--- src/rtl/nibble_packer_pkg.sv ---
// Shared definitions for the nibble packer: data widths and FSM state encoding.
package nibble_packer_pkg;

    localparam int BLK_W = 12;
    localparam int NIB_W = 4;

    // FSM states: number of nibbles currently held, FULL = complete block on offer
    localparam logic [1:0] S0   = 2'd0;
    localparam logic [1:0] S1   = 2'd1;
    localparam logic [1:0] S2   = 2'd2;
    localparam logic [1:0] FULL = 2'd3;

endpackage

--- src/rtl/nibble_packer_key_holder.sv ---
// Key register for the downstream core. A key load while a block is on offer
// is parked in a pending register so key_out never changes under a held block;
// the parked value (or a coincident fresh load) is applied on the block transfer.
module nibble_packer_key_holder
    import nibble_packer_pkg::*;
(
    input  logic             clk,
    input  logic             reset,
    input  logic [BLK_W-1:0] key_in,
    input  logic             key_load,
    input  logic             full,
    input  logic             blk_xfer,
    output logic [BLK_W-1:0] key_out
);

    logic [BLK_W-1:0] pend_key;
    logic             pend_flag;

    // Update live key directly when idle, otherwise defer until the block leaves
    always_ff @(posedge clk or posedge reset) begin
        if (reset) begin
            key_out   <= '0;
            pend_key  <= '0;
            pend_flag <= 1'b0;
        end else if (!full) begin
            if (key_load) begin
                key_out <= key_in;
            end
        end else if (blk_xfer) begin
            if (key_load) begin
                key_out <= key_in;
            end else if (pend_flag) begin
                key_out <= pend_key;
            end
            pend_flag <= 1'b0;
        end else if (key_load) begin
            pend_key  <= key_in;
            pend_flag <= 1'b1;
        end
    end

endmodule

--- src/rtl/nibble_packer.sv ---
// Packs three 4-bit nibbles into a 12-bit block for a downstream encryption
// core, with a valid/ready handshake on both sides, a deferred key update
// and a delivered-block counter.
module nibble_packer
    import nibble_packer_pkg::*;
#(
    parameter bit MSB_FIRST = 1'b1,
    parameter int CNT_W     = 8
) (
    input  logic             clk,
    input  logic             reset,
    input  logic [NIB_W-1:0] nib_in,
    input  logic             nib_valid,
    output logic             nib_ready,
    input  logic [BLK_W-1:0] key_in,
    input  logic             key_load,
    output logic [BLK_W-1:0] din_out,
    output logic [BLK_W-1:0] key_out,
    output logic             blk_valid,
    input  logic             blk_ready,
    output logic [CNT_W-1:0] blk_count
);

    logic [1:0] state;
    logic [1:0] next_state;
    logic       nib_xfer;
    logic       blk_xfer;

    // In FULL a nibble is only taken when the block leaves in the same cycle
    assign nib_ready = (state != FULL) || blk_ready;
    assign nib_xfer  = nib_valid && nib_ready;
    assign blk_xfer  = blk_valid && blk_ready;

    // Next-state logic: count nibbles up to FULL, restart on block departure
    always_comb begin
        next_state = state;
        case (state)
            S0:      if (nib_xfer) next_state = S1;
            S1:      if (nib_xfer) next_state = S2;
            S2:      if (nib_xfer) next_state = FULL;
            default: if (blk_xfer) next_state = nib_xfer ? S1 : S0;
        endcase
    end

    // State register and registered block-valid flag (set exactly in FULL)
    always_ff @(posedge clk or posedge reset) begin
        if (reset) begin
            state     <= S0;
            blk_valid <= 1'b0;
        end else begin
            state     <= next_state;
            blk_valid <= (next_state == FULL);
        end
    end

    // Shift accepted nibbles in; direction decides where the first one ends up
    always_ff @(posedge clk or posedge reset) begin
        if (reset) begin
            din_out <= '0;
        end else if (nib_xfer) begin
            if (MSB_FIRST) begin
                din_out <= {din_out[BLK_W-NIB_W-1:0], nib_in};
            end else begin
                din_out <= {nib_in, din_out[BLK_W-1:NIB_W]};
            end
        end
    end

    // Count delivered blocks, wrapping naturally at the counter width
    always_ff @(posedge clk or posedge reset) begin
        if (reset) begin
            blk_count <= '0;
        end else if (blk_xfer) begin
            blk_count <= blk_count + 1'b1;
        end
    end

    nibble_packer_key_holder u_key_holder (
        .clk      (clk),
        .reset    (reset),
        .key_in   (key_in),
        .key_load (key_load),
        .full     (state == FULL),
        .blk_xfer (blk_xfer),
        .key_out  (key_out)
    );

endmodule

--- config.mk ---
export PLATFORM = sky130hd
export DESIGN_NAME = nibble_packer
export DESIGN_NICKNAME = d
export VERILOG_FILES = /design/src/rtl/nibble_packer_pkg.sv /design/src/rtl/nibble_packer_key_holder.sv /design/src/rtl/nibble_packer.sv
export SDC_FILE = /design/constraint.sdc
export NUM_CORES = 1
export LEC_CHECK = 0
export ABC_AREA = 0
export BUFFER_PORTS_ARGS = -buffer_cell sky130_fd_sc_hd__buf_2
export CAP_MARGIN = 20
export CORE_MARGIN = 5
export CORE_UTILIZATION = 25
export DETAILED_ROUTE_END_ITERATION = 12
export PLACE_DENSITY_LB_ADDON = 0.25
export SYNTH_ARGS = -nofsm -noshare
export SYNTH_HDL_FRONTEND = slang
export SYNTH_HIERARCHICAL = 1
export SYNTH_SLANG_ARGS = --single-unit
--- constraint.sdc ---
create_clock -name clk -period 4.96 [get_ports clk]
set_input_delay 0.992 -clock clk [delete_from_list [all_inputs] [get_ports clk]]
set_output_delay 0.992 -clock clk [all_outputs]
set_load 0.03 [all_outputs]
== Word-level counts from Yosys, hierarchy flattened ==
Index checks and enable logic that the tools add are counted.
Storage, ports and cells
  output and inout bits: 34
  register bits after elaboration: 48
  logic and storage cells: 38
  input bits: 21
Cells by class
  equality and inequality tests: 7
  reduce and logical (&&, ||, !) cells: 9
  muxes and demuxes: 13
  add/subtract/negate cells: 1
  bitwise gates (word level): 1
Operators by type and width (number)
  $mux W12: 5
  $add A8 B1 Y8 const B: 1
  $mux W2: 4
  $eq A2 B2 Y1 const B: 3
  $pmux W2 S3: 1
  $reduce_and A3 Y1: 2
  $ne A2 B2 Y1 const B: 2
  $reduce_bool A2 Y1: 2
  $mux W1: 3
  $ne A3 B2 Y1 const B: 1
  $eq A2 B1 Y1 const B: 1
  $logic_and A1 B1 Y1: 2
  $logic_not A2 Y1: 1
  $reduce_and A2 Y1: 1
  $logic_or A1 B1 Y1: 1
  $not A1 Y1: 1

== Longest topological paths before layout ==
  depth after elaboration: 7
  mapped depth: 6
  depth with buffers taken out: 4

== Hierarchy ==
The synthesis kept the hierarchy.
Modules (own cells, without submodules)
  nibble_packer_key_holder: area each 1223.7 sq um, times used 1, sequential area each 625.6 sq um, cells an instance 72
  nibble_packer: area each 993.5 sq um, times used 1, sequential area each 575.6 sq um, cells an instance 67

== Worst setup path before layout ==
OpenSTA, ideal clock, no wires.
  path kind: input to register
  start point: input blk_ready
  end point: register u_key_holder.key_out[10]
  setup time: 125 ps
  slack: 2654 ps
  arrival time: 2181 ps
  data required time: 4835 ps
  stages on the path: 6
  cells stage by stage: and2_1 -> buf_2 -> and2b_1 -> nor2_2 -> buf_4 -> mux2_4
On the way
  longest elaborated chain between the ends: 3
  elaborated cells between the ends (all ways): 4
  those cells by class: eq/ne: 2; reduce/logical: 2
Ends and longest elaborated chain
  start, declared: line nibble_packer.sv:20  | input logic blk_ready,
  $logic_and A1 B1 Y1 (*): line nibble_packer.sv:32  | assign blk_xfer = blk_valid && blk_ready;
  named net blk_xfer: line nibble_packer.sv:27  | logic blk_xfer;
  $ne A3 B2 Y1 (no line) / $ne A2 B2 Y1 (equally long branches)
  $reduce_and A3 Y1 (no line) (*)
  end signal, assigned: line nibble_packer_key_holder.sv:27  | key_out <= key_in;
  end signal, assigned: line nibble_packer_key_holder.sv:31  | key_out <= key_in;
  end signal, assigned: line nibble_packer_key_holder.sv:33  | key_out <= pend_key;
  end, declared: line nibble_packer_key_holder.sv:13  | output logic [BLK_W-1:0] key_out
Mark *: on every way through the listed nets, which the timed path passes. The rest lies on a longest branch.
A chain may end at the register's enable or synchronous reset.

== Final worst setup path ==
  start point: input blk_ready
  end point: register u_key_holder.key_out[1]
On the way
  longest elaborated chain between the ends: 3
  elaborated cells between the ends (all ways): 4
  those cells by class: eq/ne: 2; reduce/logical: 2
Ends and longest elaborated chain (line)
  $logic_and A1 B1 Y1 (*): nibble_packer.sv:32
  $ne A3 B2 Y1 (no line) / $ne A2 B2 Y1 (equally long branches)
  $reduce_and A3 Y1 (no line) (*)
Every way passes the cells marked *; elsewhere a longest branch is shown, timed or not.

==> flow_summary.yaml <==
route:
  dr.pass1.iters: 4
  via_count: 1262
  detail_route.wl_per_cell_um: 13.76
  drt_wl_total_mm: 4.184
  ant_nets: 0
  drc: 0
  drt-met1-wl_mm: 2.112
  drtIter0Drc: 25
  viasPerCell: 4.151
  dr_wl_met3_um: 283
  wl_met2_mm: 1.741
  topRoutingLayerUsed: "met5"
die:
  dieHeight_um: 104.2
  die-area_um2: 10850
  start_util_pct: 25.55
  die_x_um: 104.2
  io_pins: 55
  core_area_um2: 8678
  rows: 34
cells_and_area:
  fin_area_um2: 2660
  antenna_cells: 0
  drive_gt1_share_pct: 58.67
  fillers: 891
  area_delta_synth_final_pct: 19.98
  fin_nets: 218
timing:
  finalClockSkew_ps: 7.706
  worst_slack_ps: 2326
  post-route-min-period_ps: 2634
  fmax_mhz: 379.7
  worst_pin_slew_ps: 858.5
  final_hold_viol_count: 0
  setup_violations: 0
  setup_tns_ps: 0
  period_share_pct: 53.10
  rsz0062_at_grt: "false"
  finalMaxSlewViolations: 0
  slew_headroom_pct: 42.70
setup_path:
  cp_cell_sequence: "buf_2 -> and2_1 -> and2b_1 -> nor2_2 -> mux2_2"
  cp_slowest_stage_delay_ps: 660
  criticalPathCategory: "input pin to flip-flop"
  worst_setup_path_start_kind: "input pin"
  cp.arrival_ps: 2810
  crit_path_top_delay_cell: "nor2_2"
  cp-end-kind: "flip-flop"
  crit_fanout: 12
  cp.required_ps: 5140
grt:
  antenna_found_initial: 1
  grt_pass1_vias: 1326
  grt_use_total_pct: 7.905
  grt_max_degree: 26
  grt.overflow.total: 0
  grt_pass1_wl_mm: 6.955
yosys:
  ys_types: 25
  synth-async-reset-ratio_pct: 100.0
  synthTopCellsByCount: "dfrtp_1 (48), mux2_4 (40), mux2_2 (9)"
  synth.top_cells.by_area: "dfrtp_1 (54%), mux2_4 (27%), mux2_2 (4.6%)"
  synth_seq_cells: 48
  synthCells: 139
  synth-edff-count: 0
  synth_ff_type: "dfrtp_1"
  yosysTopAreaCell: "dfrtp_1"
  synth_warnings: 6
  yosysMostFrequentCell: "dfrtp_1"
  yosysSeqAreaShare_pct: 54.18
  synth.avg_cell_area_um2: 15.95
  synth_nets: 161
  synth_area_um2: 2217
  synth_top_cell_area_share_pct: 54.18
cts:
  clk_path_buf_depth: 2
  cts_resized: 0
  numCtsBuffers: 5
  cts_setup_buffers: 0
  clk_latency_ps: 290
  hold_buffers: 0
  cts_tree: "yes"
  clockRootBuffer: "clkbuf_8"
  h-tree-depth: 2
  clk_pin_slew_ps: 80
  clock_sinks: 48
run_status:
  status: "complete, no violations"
job:
  maxCapViolations: 0
place:
  gp_congestion: 0.6608
  preCtsSetupSlack_ps: 1970
  hpwl_mm: 3.079
  port_buffers: 54
  dpl-instance-area_um2: 2567
worst_hold_path:
  hold_path.class: "flip-flop to flip-flop"
pwr:
  vdd_ir_drop_max_mv: 0.2638
  powerDensity_nw_per_um2: 696.6
  leakage_uw: 0.001333
[where the power goes]
group	switching (µW)	total (µW)	internal [µW]
Sequential	132	708	576
Combinational	485	927	443
Clock	121	217	96.1
Total	738	1850	1110
[cells in the final DEF (no fill, tap or decap), drive strengths merged, types with 2 or more instances in the layout]
cell type and instances:
xnor2 6, inv 3, a21oi 6, clkbuf 6
and3 2, nand4 4, mux2 49, dfrtp 48
nand2 4, a31oi 2, and2 2, buf 55
[worst max-delay path: cells and delay by family]
family / cells / cell delay, ps
and+or+nand+nor: 3 / 1310
muxes: 1 / 420
buffers and inverters: 1 / 100
[final timing paths]
kind                                               start  slack (ps)  depth (start not counted)                                    end
worst min register to register  blk_count[7]$_DFFE_PP0P_         470                          1               blk_count[7]$_DFFE_PP0P_
worst max register to register       blk_valid$_DFF_PP0_        2760                          4    u_key_holder/key_out[1]$_DFFE_PP0P_
worst max-delay path                           blk_ready        2330                          5    u_key_holder/key_out[1]$_DFFE_PP0P_
max in group asynchronous                          reset        3560                          2               blk_count[6]$_DFFE_PP0P_
worst min-delay path            blk_count[7]$_DFFE_PP0P_         470                          1               blk_count[7]$_DFFE_PP0P_
min in group asynchronous                          reset         740                          2  u_key_holder/pend_key[11]$_DFFE_PP0P_
[kinds of logic (layout without fill, tap and decap cells)]
| logic type | Yosys count | in the layout | share of synthesized area [%] |
|---|---|---|---|
| AOI/OAI and AO/OA | 9 | 9 | 2.144 |
| xor gates and xnor gates | 7 | 7 | 2.765 |
| adders and majority gates | 1 | 1 | 0.5642 |
| buffers and inverters | 8 | 65 | 2.991 |
| DFF | 48 | 48 | 54.18 |
| muxes | 49 | 49 | 31.66 |
| and+or+nand+nor | 17 | 17 | 5.700 |
[routing by layer]
| layer | vias to the layer above | global-route usage, % |
|---|---|---|
| met3 | 5 | 3.042 |
| met5 | - | 0 |
| met4 | 2 | 1.943 |
| met1 | 609 | 11.66 |
| met2 | 43 | 10.75 |
| li1 | 603 | - |
[registers in the layout, summed over array words and instances (netlist names)]
register / flops
u_key_holder/key_out: 12
din_out: 12
blk_count: 8
u_key_holder/pend_flag: 1
blk_valid: 1
u_key_holder/pend_key: 12
state: 2
[layout make-up]
cell class                 count  area [µm²]  area share (%)
multi-input combinational     83       949.7           35.70
inverter                       3       11.26          0.4233
timing repair buffer          55       285.3           10.72
sequential                    48        1201           45.16
tap                          108       135.1           5.080
clock inverter                 1       5.005          0.1881
clock buffer                   6       72.57           2.728
[stage by stage]
stage / power [µW] / cells / hold WS (ps) / util [%]
2_1_floorplan: 1450 / 139 / 477.4 / -
3_3_place_gp: 1646 / 296 / 466.9 / 29.58
3_5_place_dp: 1657 / 296 / 468.4 / 29.58
4_1_cts: 1883 / 303 / 482.8 / 30.48
5_1_grt: 1972 / 304 / 516.5 / 30.65
6_report: 1853 / 304 / 474.6 / 30.65
Power figures use the tool's default switching activity.
